<file path="config.mk">
export PLATFORM = sky130hd
export DESIGN_NAME = issue_collect
export DESIGN_NICKNAME = d
export VERILOG_FILES = /design/src/rtl/issue_collect_pkg.sv /design/src/rtl/collect_quantize.sv /design/src/rtl/issue_collect.sv
export SDC_FILE = /design/constraint.sdc
export NUM_CORES = 1
export LEC_CHECK = 0
export BUFFER_PORTS_ARGS = -buffer_cell sky130_fd_sc_hd__buf_2
export CORE_AREA = 2 2 313 315
export CTS_CLUSTER_DIAMETER = 40
export DETAILED_ROUTE_END_ITERATION = 12
export DIE_AREA = 0 0 315 317
export PLACE_DENSITY = 0.4
export SYNTH_ARGS = -nofsm -noshare
export SYNTH_HDL_FRONTEND = slang
export SYNTH_SLANG_ARGS = --single-unit
</file>
<file path="constraint.sdc">
create_clock -name clk -period 11 [get_ports clk]
set_input_delay 0.55 -clock clk [delete_from_list [all_inputs] [get_ports clk]]
set_output_delay 0.55 -clock clk [all_outputs]
set_load 0.05 [all_outputs]
</file>
<file path="src/rtl/issue_collect_pkg.sv">
// Shared definitions for the issue_collect result-return path.
// Contents:
//   state_t    - collector FSM state encoding
//   ACC_W      - width of an allocator accumulation (signed)
//   DATA_W     - width of an output image word (signed)
//   SAT_MAX/MIN- saturation limits of an output image word
//   saturate() - clamp an ACC_W value into the DATA_W range
package issue_collect_pkg;

    typedef enum logic [2:0] {
        ST_IDLE = 3'd0,
        ST_SCAN = 3'd1,
        ST_SEL  = 3'd2,
        ST_CAP  = 3'd3,
        ST_WR   = 3'd4
    } state_t;

    localparam int ACC_W  = 48;
    localparam int DATA_W = 18;

    localparam logic signed [ACC_W-1:0] SAT_MAX = 48'sd131071;
    localparam logic signed [ACC_W-1:0] SAT_MIN = -48'sd131072;

    function automatic logic [DATA_W-1:0] saturate(input logic signed [ACC_W-1:0] v);
        logic [DATA_W-1:0] r;
        if (v > SAT_MAX) begin
            r = SAT_MAX[DATA_W-1:0];
        end else if (v < SAT_MIN) begin
            r = SAT_MIN[DATA_W-1:0];
        end else begin
            r = v[DATA_W-1:0];
        end
        return r;
    endfunction

endpackage

</file>
<file path="src/rtl/collect_quantize.sv">
// Combinational quantizer from an accumulation to an output image word.
// Ports:
//   sum        - signed ACC_W accumulation
//   frac_shift - arithmetic right shift amount (0..47)
//   relu_en    - clamp negative shifted values to zero
//   q          - signed DATA_W result, saturated
module collect_quantize
    import issue_collect_pkg::*;
(
    input  logic signed [ACC_W-1:0]  sum,
    input  logic        [5:0]        frac_shift,
    input  logic                     relu_en,
    output logic        [DATA_W-1:0] q
);

    logic signed [ACC_W-1:0] shifted_s;
    logic signed [ACC_W-1:0] clipped_s;

    // Shift with sign fill, optional ReLU, then clamp into the word range.
    always_comb begin
        shifted_s = sum >>> frac_shift;
        if (relu_en && (shifted_s < 48'sd0)) begin
            clipped_s = '0;
        end else begin
            clipped_s = shifted_s;
        end
        q = saturate(clipped_s);
    end

endmodule

</file>
<file path="src/rtl/issue_collect.sv">
// issue_collect: scans allocators in index order after a positioning round,
// reads each finished sum over the shared result bus, quantizes it and writes
// it to output image memory, acknowledging the allocator.
// Ports:
//   clk, rst            - clock, synchronous active-high reset
//   start               - pulse to begin a pass (ignored while busy)
//   out_dim, omem_base  - output plane geometry for address generation
//   frac_shift, relu_en - quantizer controls
//   result_valid        - per-allocator "finished sum held" flags
//   result_select       - one-hot bus select (held through SEL and CAP)
//   result_ack          - one-hot single-cycle acknowledge (in WR)
//   result_data/x/y     - shared result bus
//   omem_write_*        - output memory write port
//   busy, done          - pass in progress / pass complete (level)
module issue_collect
    import issue_collect_pkg::*;
#(
    parameter int num_allocators = 220
)
(
    input  logic                      clk,
    input  logic                      rst,
    input  logic                      start,
    input  logic [7:0]                out_dim,
    input  logic [15:0]               omem_base,
    input  logic [5:0]                frac_shift,
    input  logic                      relu_en,
    input  logic [num_allocators-1:0] result_valid,
    output logic [num_allocators-1:0] result_select,
    output logic [num_allocators-1:0] result_ack,
    input  logic [ACC_W-1:0]          result_data,
    input  logic [7:0]                result_x,
    input  logic [7:0]                result_y,
    output logic [15:0]               omem_write_addr,
    output logic [DATA_W-1:0]         omem_write_data,
    output logic                      omem_write_en,
    output logic                      busy,
    output logic                      done
);

    localparam int IDX_W = (num_allocators > 1) ? $clog2(num_allocators) : 1;
    localparam logic [IDX_W-1:0] LAST_IDX = IDX_W'(num_allocators - 1);

    state_t           state_r;
    state_t           state_s;
    logic [IDX_W-1:0] idx_r;
    logic [IDX_W-1:0] idx_s;
    logic             pass_end_s;
    logic [DATA_W-1:0] quant_s;
    logic [15:0]      product_s;
    logic [15:0]      addr_s;

    function automatic logic [num_allocators-1:0] idx_onehot(input logic [IDX_W-1:0] i);
        logic [num_allocators-1:0] r;
        r    = '0;
        r[i] = 1'b1;
        return r;
    endfunction

    // Next-state logic: one cycle per empty index, four per valid index.
    always_comb begin
        state_s    = state_r;
        idx_s      = idx_r;
        pass_end_s = 1'b0;
        case (state_r)
            ST_IDLE: begin
                if (start) begin
                    state_s = ST_SCAN;
                    idx_s   = '0;
                end else begin
                    state_s = ST_IDLE;
                end
            end
            ST_SCAN: begin
                if (result_valid[idx_r]) begin
                    state_s = ST_SEL;
                end else if (idx_r == LAST_IDX) begin
                    state_s    = ST_IDLE;
                    pass_end_s = 1'b1;
                end else begin
                    idx_s = idx_r + IDX_W'(1);
                end
            end
            ST_SEL: begin
                state_s = ST_CAP;
            end
            ST_CAP: begin
                state_s = ST_WR;
            end
            ST_WR: begin
                // Leaving WR behaves like an empty SCAN of the same index.
                if (idx_r == LAST_IDX) begin
                    state_s    = ST_IDLE;
                    pass_end_s = 1'b1;
                end else begin
                    state_s = ST_SCAN;
                    idx_s   = idx_r + IDX_W'(1);
                end
            end
            default: begin
                state_s = ST_IDLE;
                idx_s   = '0;
            end
        endcase
    end

    // State and scan index registers.
    always_ff @(posedge clk) begin
        if (rst) begin
            state_r <= ST_IDLE;
            idx_r   <= '0;
        end else begin
            state_r <= state_s;
            idx_r   <= idx_s;
        end
    end

    collect_quantize u_quantize (
        .sum        (result_data),
        .frac_shift (frac_shift),
        .relu_en    (relu_en),
        .q          (quant_s)
    );

    // 8x8 row offset plus column, wrapping modulo 2^16.
    assign product_s = {8'h00, result_y} * {8'h00, out_dim};
    assign addr_s    = omem_base + product_s + {8'h00, result_x};

    // Registered outputs, derived from the upcoming state so they line up with it.
    always_ff @(posedge clk) begin
        if (rst) begin
            result_select   <= '0;
            result_ack      <= '0;
            omem_write_en   <= 1'b0;
            omem_write_addr <= '0;
            omem_write_data <= '0;
            busy            <= 1'b0;
            done            <= 1'b0;
        end else begin
            result_select <= ((state_s == ST_SEL) || (state_s == ST_CAP)) ? idx_onehot(idx_s) : '0;
            result_ack    <= (state_s == ST_WR) ? idx_onehot(idx_s) : '0;
            omem_write_en <= (state_s == ST_WR);
            busy          <= (state_s != ST_IDLE);
            // The bus is sampled at the end of CAP; the write presents it in WR.
            if (state_r == ST_CAP) begin
                omem_write_addr <= addr_s;
                omem_write_data <= quant_s;
            end else begin
                omem_write_addr <= omem_write_addr;
                omem_write_data <= omem_write_data;
            end
            if ((state_r == ST_IDLE) && start) begin
                done <= 1'b0;
            end else if (pass_end_s) begin
                done <= 1'b1;
            end else begin
                done <= done;
            end
        end
    end

endmodule

</file>
======== Word level (Yosys, flattened, before mapping) ========
Index checks and enable logic that the tools add are counted.
word-level totals
  word-level logic and storage cells ...... 59
  output and inout port bits .............. 477
  register bits after elaboration ......... 488
operators by class
  eq/ne operators ......................... 8
  $add $sub $neg .......................... 3
  bitwise gates (word level) .............. 2
  $mul .................................... 1
  reductions and logical operators ........ 10
  shift-type cells ........................ 1
  mux-type cells .......................... 19
  $lt $le $gt $ge ......................... 6
operator list
  kind                                                          count
  > comparator 48 x 18 -> 1 bit, second input constant          1
  less-than comparator 48 x 1 -> 1 bit, second input constant   1
  less-than comparator 48 x 18 -> 1 bit, second input constant  1
  2-to-1 mux 48 bit                                             1
  >>> shifter 48 x 6 -> 48 bit                                  1
  2-to-1 mux 18 bit                                             2
  case mux 8 bit (4 select lines)                               1
  2-to-1 mux 8 bit                                              3
  less-than comparator 8 x 9 -> 1 bit, second input constant    2
  adder 16 bit                                                  1
  adder 16 x 8 -> 16 bit                                        1
  multiplier 8 x 8 -> 16 bit                                    1
  case mux 3 bit (5 select lines)                               1
  == test 3 x 2 -> 1 bit, second input constant                 4
  adder 8 x 1 -> 8 bit, second input constant                   1
  binary-select mux 1 bit (select 8 bit)                        1
  demux 1 bit (select 8 bit)                                    1
  == test 8 bit, second input constant                          1
  >= comparator 8 x 1 -> 1 bit, second input constant           1
  OR reduction 2 bit                                            4
  == test 3 bit, second input constant                          2
  2-to-1 mux 1 bit                                              6
  2-to-1 mux 3 bit                                              2
  == test 3 x 1 -> 1 bit, second input constant                 1
  other kinds (6)                                               9

======== Logic depth before layout (Yosys ltp) ========
Gate-level depths: netlist of the first run.
  depth after elaboration ................. 8
  mapped depth ............................ 19
  gate-level depth less buffers ........... 19

======== Modules after synthesis ========
Synthesis of the first run repeated with hierarchy kept, for this count alone.
second synthesis, totals
  cells, all modules ...................... 2263
  area, all modules ....................... 22670.5 µm²
modules (own cells, without submodules)
  module            cells an instance  area an instance (µm²)  instances
  issue_collect     1747               18435.2                 1
  collect_quantize  516                4235.3                  1

======== Least setup slack after synthesis of the first run ========
Ideal clock, no wire load.
  path kind ............................... input to register
  from .................................... in out_dim[4]
  to ...................................... reg omem_write_addr[14]
  data arrival time ....................... 4.691 ns
  stages .................................. 17
  setup slack ............................. 6.190 ns
  library setup time ...................... 0.120 ns
  path through ............................ and2_1 fa_1 inv_1 fa_1 inv_1 fa_1 fa_1 inv_1 fa_1 inv_1 ha_1 nand3_1 nor3_1 nor3_1 o31ai_1 nor4b_1 a211o_1
on the way
  longest elaborated chain between the ends .. 3
ends and longest elaborated chain
  element                     line                  source
  from (decl)                 issue_collect.sv:24   input logic [7:0] out_dim,
  multiplier 8 x 8 -> 16 bit  issue_collect.sv:126  assign product_s = {8'h00, result_y} * {8'h00, out_dim};
  adder 16 bit                issue_collect.sv:127  assign addr_s = omem_base + product_s + {8'h00, result_x};
  adder 16 x 8 -> 16 bit      issue_collect.sv:127
  to (signal assigned)        issue_collect.sv:146  omem_write_addr <= addr_s;
  to (signal assigned)        issue_collect.sv:149  omem_write_addr <= omem_write_addr;
  to (decl)                   issue_collect.sv:34   output logic [15:0] omem_write_addr,
Every way passes these cells.
A chain may end at the register's enable or synchronous reset.

======== Final worst setup path of the first run ========
  from .................................... reg idx_r[0]
  to ...................................... reg result_ack[217]
on the way
  longest elaborated chain between the ends .. 8
  elaborated cells between the ends (all ways) .. 20
ends and longest elaborated chain
  element                                                                                                           line                                                           source
  from (decl)                                                                                                       issue_collect.sv:46                                            logic [IDX_W-1:0] idx_r;
  from (signal assigned)                                                                                            issue_collect.sv:114                                           idx_r <= idx_s;
  binary-select mux 1 bit (select 8 bit) (tied with other cells)                                                    issue_collect.sv:75                                            if (result_valid[idx_r]) begin
  2-to-1 mux 1 bit (not written as such) / 2-to-1 mux 8 bit (equally long branches)                                 issue_collect.sv:75, issue_collect.sv:77, issue_collect.sv:92
  2-to-1 mux 8 bit                                                                                                  issue_collect.sv:75
  case mux 8 bit (4 select lines)                                                                                   issue_collect.sv:65                                            case (state_r)
  less-than comparator 8 x 9 -> 1 bit (not written as such) / >= comparator 8 x 1 -> 1 bit (equally long branches)  issue_collect.sv:56                                            r[i] = 1'b1;
  logical AND 1 bit (not written as such)                                                                           issue_collect.sv:56
  2-to-1 mux 1 bit (not written as such)                                                                            issue_collect.sv:56
  demux 1 bit (select 8 bit)                                                                                        issue_collect.sv:56
  to (signal assigned)                                                                                              issue_collect.sv:141                                           result_ack <= (state_s == ST_WR) ? idx_onehot(idx_s) : '0;
  to (decl)                                                                                                         issue_collect.sv:30                                            output logic [num_allocators-1:0] result_ack,
Parallel ways exist; a longest one is shown, timed or not. The select of a mux whose other input is x is not followed.

==> summary.txt, run 1 <==
Detailed routing
  • Drt first-iter violations: 972
  • Vias post-DR: 18200
  • Drt pass-1 iters: 6
  • Wire length on met2: 46.7 mm
  • DRC viols: 0
  • Remaining antenna violation count after routing: 0
  • Vias per std cell: 4.39
  • WL/cell: 23.1 um
  • M1 WL: 39.6 mm
  • Max layer used: met5
  • Metal3 WL: 7.87 mm
  • Routed WL: 96.0 mm

Yosys
  • Syn Inst Count: 2074
  • Share of flip-flops with an asynchronous set or reset: 0
  • Netlist cell types: 82
  • Register bit count reported by yosys: 488
  • YS warnings: 0
  • Avg Cell Area, Syn: 10.4 sq um
  • Seq/Total Area, Yosys: 0.455
  • Post-synth top flop: dfxtp_1
  • Mapped cell area: 0.0215 sq mm
  • Mapped Nets: 2495
  • Post-synth EDFFs: 0

Outcome
  • Outcome: finished clean

Timing
  • Period utilisation layout: 0.477
  • Endpoints failing hold: 0
  • Setup violators final: 0
  • Setup Skew: 0.0601 ns
  • Headroom to the max-slew limit: 0.313
  • Final TNS setup: 0 ns
  • Hold slack: 0.199 ns
  • Slew @ Worst Pin: 1.03 ns
  • Minimum clock period after layout: 5.25 ns
  • Unrepaired setup endpoints after global routing: false
  • Pins over their slew limit: 0
  • FMAX: 191 MHz
  • Final worst slack: 5.75 ns

Floorplanning
  • Die width: 315 um
  • Die area: 0.0999 sq mm
  • Die height: 317 um
  • Initial Util: 0.223
  • Core area: 0.0963 sq mm
  • Core Rows: 114
  • I/O pin count: 795

Global route
  • Vias in the first global route: 18600
  • Initial antenna violation count: 13
  • All-Layer GR Usage: 0.186
  • Largest net degree at the start of global routing: 58
  • GRT overflow: 0
  • First-pass GRT wire length: 136 mm

Finish
  • Area growth syn-to-layout: 35.7%
  • Final nets: 3235
  • Share of post-route cells with drive strength above 1: 0.391
  • Cell area after layout: 0.0291 sq mm

Worst setup path
  • Worst reg2reg setup slack: 5.75 ns
  • Kind of critical path: flop to flop
  • WP data required: 11.56 ns
  • Worst path cell trace: buf_4 > mux4_2 > mux4_2 > mux2i_1 > o41ai_2 > buf_4 > o211ai_1 > o211a_1 > nand4_4 > nor2_1
  • Startpoint Class: flop
  • Delay-heaviest family, CP: multiplexers
  • Worst path arrival time: 5.80 ns
  • Crit path max-delay cell type: nand4_4
  • Critical path buffer and inverter count: 2
  • CP Capture Type: flop
  • Critical path's largest stage delay: 0.83 ns
  • CP Max Fanout: 52

Power
  • Pwr dens: 184 mW/mm^2
  • Maximum VDD drop: 107 uV
  • Leakage: 12.9 nW

CTS
  • CTS Sinks: 488
  • Clk_lat worst skew: 0.66 ns
  • Bufs on Longest Clock Path: 3
  • Num CTS Buffers: 77
  • Root buffer cell: clkbuf_16
  • Setup Buffers After CTS: 0
  • Clock transition at path regs: 0.06 ns
  • Post_cts resized: 0
  • CTS tree: yes
  • Hold buffer count at cts: 0
  • # H-tree levels: 3

Placed design
  • Post-DP Area: 0.0265 sq mm
  • HPWL Detailed: 72.4 mm
  • Port Buffers: 794
  • Pre-CTS setup slack: 5.61 ns
  • GPL Wtd Cong: 0.914

Hold path
  • Hold Crit Class: input port to flop

Flow run
  • Max_cap viols: 0
==> stage by stage <==
step / total power (W) / instances / utilization
floorplan: 0.00264 / 2074 / -
finish: 0.00535 / 4154 / 0.303
global placement: 0.00296 / 4011 / 0.275
global route: 0.00564 / 4154 / 0.303
CTS: 0.00543 / 4151 / 0.302
detailed placement: 0.00296 / 4011 / 0.275
==> state kept, by name (all words and copies together) (netlist names) <==
register,flops
idx_r,8
state_r,3
omem_write_en,1
result_select,220
omem_write_data,18
omem_write_addr,16
done,1
result_ack,220
busy,1
==> path summary, 6_finish.rpt <==
path,from,endpoint,depth (start not counted)
max reg2reg,idx_r[0],result_ack[217],10
max,idx_r[0],result_ack[217],10
min reg2reg,omem_write_addr[13],omem_write_addr[13],2
min,start,done,2
==> logic make-up (layout without fill, tap and decap cells) <==
kind of cell	Yosys count	count (layout)	share of synthesized area
XOR/XNOR	15	15	0.00612
flip-flops	488	488	0.455
adder cells (fa/ha/maj)	103	103	0.0792
AND/OR/NAND/NOR	822	822	0.176
multiplexers	172	172	0.153
buffers and inverters	254	1055	0.0516
AO/OA/AOI/OAI	220	220	0.0788
other	0	3	0
==> area by class of cell <==
type | instances | area, sq um
diodes | 3 | 7.51
repair buffers | 812 | 4110
clock inverters | 44 | 591
inverters | 103 | 387
fillers | 10200 | 67100
clock buffers | 96 | 2060
well taps | 1276 | 1600
flip-flops and latches | 488 | 9780
multi-input cells | 1332 | 10600
==> Yosys cell counts (6+ instances only) <==
library cell | number | area, sq um
a211o_1 | 6 | 52.6
a211oi_1 | 24 | 180
a21oi_1 | 46 | 230
a31oi_1 | 7 | 43.8
and2_1 | 41 | 257
buf_1 | 12 | 45.0
buf_2 | 57 | 285
buf_4 | 8 | 60.1
buf_6 | 7 | 78.8
clkbuf_1 | 67 | 251
dfxtp_1 | 488 | 9770
fa_1 | 55 | 1100
ha_1 | 48 | 601
inv_1 | 101 | 379
mux2_2 | 16 | 180
mux2i_1 | 32 | 320
mux4_2 | 124 | 2790
nand2_1 | 133 | 499
nand2b_1 | 10 | 62.6
nand3_1 | 44 | 220
nand4_1 | 17 | 106
nand4_4 | 16 | 340
nor2_1 | 501 | 1880
nor2b_1 | 8 | 50.1
nor3_1 | 9 | 45.0
o2111ai_1 | 6 | 52.6
o211ai_1 | 22 | 165
o21ai_0 | 33 | 165
o22ai_1 | 8 | 50.1
or2_2 | 7 | 43.8
xnor2_1 | 14 | 123
==> placed cells by master (no fill, tap or decap), types with 8 or more instances in the layout <==
master,n
inv_1,101
nand3_1,44
nand2_1,133
ha_1,48
xnor2_1,14
nand4_4,16
nand4_1,17
mux4_2,124
o21ai_0,33
nand2b_1,10
o211ai_1,22
and2_1,41
clkbuf_1,13
clkbuf_16,77
mux2i_1,32
a211oi_1,24
nor2b_1,8
buf_4,18
clkinv_2,11
buf_2,794
o22ai_1,8
nor3_1,9
mux2_2,16
nor2_1,500
a21oi_1,46
fa_1,55
dfxtp_1,485
==> power by group <==
part           switching, W  total (W)  internal (W)
combinational      0.000645    0.00112      0.000473
clock              0.000944    0.00245       0.00150
sequential       0.00000780    0.00179       0.00178
==> layer usage <==
layer  vias up  global-route usage
met5         -                   0
met4        10              0.0442
met3       114              0.0629
met2       630               0.316
met1      8898               0.228
li1       8586                   -
Note: power is estimated with default switching activity, not from simulation.
==> inputs of run 2 (changes only) <==
- PLACE_DENSITY: 0.4 -> 0.42
- clock period: 11 -> 4.8 ns (I/O delays scaled with it)
==> summary.txt, run 2 (synthesis results as in run 1) <==
Worst setup path
  • CP Capture Type: flop
  • FF-to-FF Start: idx_r[1]
  • Capturing point of the worst reg2reg path: result_select[174]
  • Worst reg2reg setup slack: 0.34 ns (-5.41 ns)
  • WP data required: 5.33 ns (-6.23 ns)
  • Reg2Reg Depth: 10 (unchanged)
  • Kind of critical path: flop to flop
  • CP Max Fanout: 26 (-50%)
  • Worst path arrival time: 4.99 ns (-0.81 ns)
  • Startpoint Class: flop

Floorplanning
  • Die area: 0.0999 sq mm (unchanged)
  • Core Rows: 114 (unchanged)
  • Die width: 315 um (unchanged)
  • Initial Util: 0.223 (unchanged)
  • Die height: 317 um (unchanged)
  • I/O pin count: 795 (unchanged)
  • Core area: 0.0963 sq mm (unchanged)

CTS
  • CTS Sinks: 488 (unchanged)
  • Num CTS Buffers: 79 (+2.6%)
  • Clock transition at path regs: 0.06 ns (about the same)
  • Setup Buffers After CTS: 0 (unchanged)
  • Root buffer cell: clkbuf_16
  • CTS tree: yes
  • Bufs on Longest Clock Path: 3 (unchanged)
  • Clk_lat worst skew: 0.64 ns (-0.02 ns)
  • # H-tree levels: 3 (unchanged)

Detailed routing
  • WL/cell: 22.0 um (-4.8%)
  • Drt pass-1 iters: 4 (-2)
  • Remaining antenna violation count after routing: 0 (unchanged)
  • Drt first-iter violations: 1051 (+8.1%)
  • Vias per std cell: 4.39 (about the same)
  • DRC viols: 0 (unchanged)
  • Vias post-DR: 18800 (+2.9%)
  • Routed WL: 94.2 mm (-1.9%)

Placed design
  • Pre-CTS setup slack: -0.178 ns (-5.78 ns)
  • Port Buffers: 794 (unchanged)
  • HPWL Detailed: 73.2 mm (+1.2%)
  • GPL Wtd Cong: 0.877 (-4.0%)
  • Dpl cells: 4128 (+2.9%)

Timing
  • Pins over their slew limit: 0 (unchanged)
  • Final worst slack: 0.338 ns (-5.41 ns)
  • Period utilisation layout: 0.930 (+0.452)
  • FMAX: 224 MHz (+18%)
  • Setup Skew: 0.0389 ns (-0.0213 ns)
  • Hold slack: 0.0413 ns (-0.158 ns)
  • Setup violators final: 0 (unchanged)
  • Endpoints failing hold: 0 (unchanged)
  • Final TNS setup: 0 ns (unchanged)
  • Headroom to the max-slew limit: 0.349 (+0.0362)
  • Slew @ Worst Pin: 0.976 ns (-0.0514 ns)
  • Unrepaired setup endpoints after global routing: false
  • Minimum clock period after layout: 4.46 ns (-0.787 ns)

Finish
  • Final nets: 3356 (+3.7%)
  • Biggest regs: result_ack (220), result_select (220), omem_write_data (18)
  • Most common cell after layout, fill and taps aside: buf_2
  • Non-Filler Instances: 4278 (+3.0%)
  • Fill count: 10100 (-0.85%)
  • Area growth syn-to-layout: 40.9%
  • Post-layout util: 0.314 (+0.0116)
  • Share of post-route cells with drive strength above 1: 0.418 (+0.0270)
  • Highest-count cells in the layout ignoring fill and taps: buf_2 (794), nor2_1 (500), dfxtp_1 (485)

Hold path
  • Hold-critical path depth: 4 (+2)
  • Worst hold start: relu_en
  • Worst Hold End: omem_write_data[17]
  • Hold Crit Class: input port to flop

Global route
  • GRT overflow: 0 (unchanged)
  • All-Layer GR Usage: 0.182 (-0.00414)
  • Initial antenna violation count: 9 (-4)
  • Largest net degree at the start of global routing: 50 (-14%)
  • Vias in the first global route: 18900 (+1.7%)
  • First-pass GRT wire length: 134 mm (-1.6%)

Power
  • Maximum VDD drop: 299 uV (+180%)
  • Leakage: 13.5 nW (+4.9%)
  • Pwr dens: 415 mW/mm^2 (+130%)

Flow run
  • Max_cap viols: 0 (unchanged)

Outcome
  • Outcome: finished clean
## run 2: cell types whose count changed in the layout (fill, tap and decap cells not counted), sizes merged
cell,delta
bufinv,-3
diode,-1
buf,+117
dlygate4sd3,+2
clkinv,+3
clkinvlp,+6
## run 2: repair_timing
item	in CTS	in global routing
setup endpoints to repair	0	2
hold endpoints to repair	2	0
gates resized for setup	0	2
hold buffers	2	0
## run 2: final cells by class
class,count,area (sq um),area share
sequential,488,9780,0.323
antenna,2,5.00,0.000165
inverter,103,387,0.0128
clock buffer,96,2150,0.0711
clock inverter,50,609,0.0201
tap,1276,1600,0.0528
timing repair buffer,931,5110,0.169
multi-input combinational,1332,10600,0.351
## run 2: worst max path at each step
stage          startpoint                  end  slack [ns]  depth (start not counted)
2_1_floorplan  out_dim[4]  omem_write_addr[14]        0.30                         17
3_3_place_gp   out_dim[4]  omem_write_addr[14]       -0.13                         18
3_5_place_dp   out_dim[4]  omem_write_addr[14]       -0.18                         18
4_1_cts          idx_r[1]       result_ack[65]        0.22                         12
5_1_grt          idx_r[1]       result_ack[14]        0.04                         10
6_report         idx_r[1]   result_select[174]        0.34                         10
## run 2: worst max-delay path, cell delays in order (launching register included)
cell and delay (ns):
dfxtp_2 0.64, buf_4 0.36, mux4_2 0.38, mux2i_1 0.16
o211ai_1 0.10, a32oi_1 0.54, o41ai_4 0.30, or2_0 0.48
o211ai_4 0.49, nand4_4 0.59, nor2_1 0.28
## run 2: metal layers
layer | GRT usage | vias up | share of wire
met5 | 0 | - | 0.00014
li1 | - | 8808 | -
met4 | 0.0382 | 2 | 0.016
met2 | 0.311 | 654 | 0.49
met3 | 0.0462 | 96 | 0.070
met1 | 0.232 | 9204 | 0.43
## run 2: report_power, final
part | internal, W | total, W | leakage (nW) | switching [W]
Clock | 0.00346 | 0.00569 | 1.31 | 0.00223
Combinational | 0.00126 | 0.00275 | 8.28 | 0.00149
Sequential | 0.00408 | 0.00411 | 3.93 | 0.0000323
## run 2: metrics by stage
stage          power, W  instance area, sq um
4_1_cts          0.0128                 30200
2_1_floorplan   0.00605                 21500
5_1_grt          0.0132                 30200
3_3_place_gp    0.00700                 27500
6_report         0.0126                 30200
3_5_place_dp    0.00697                 27500
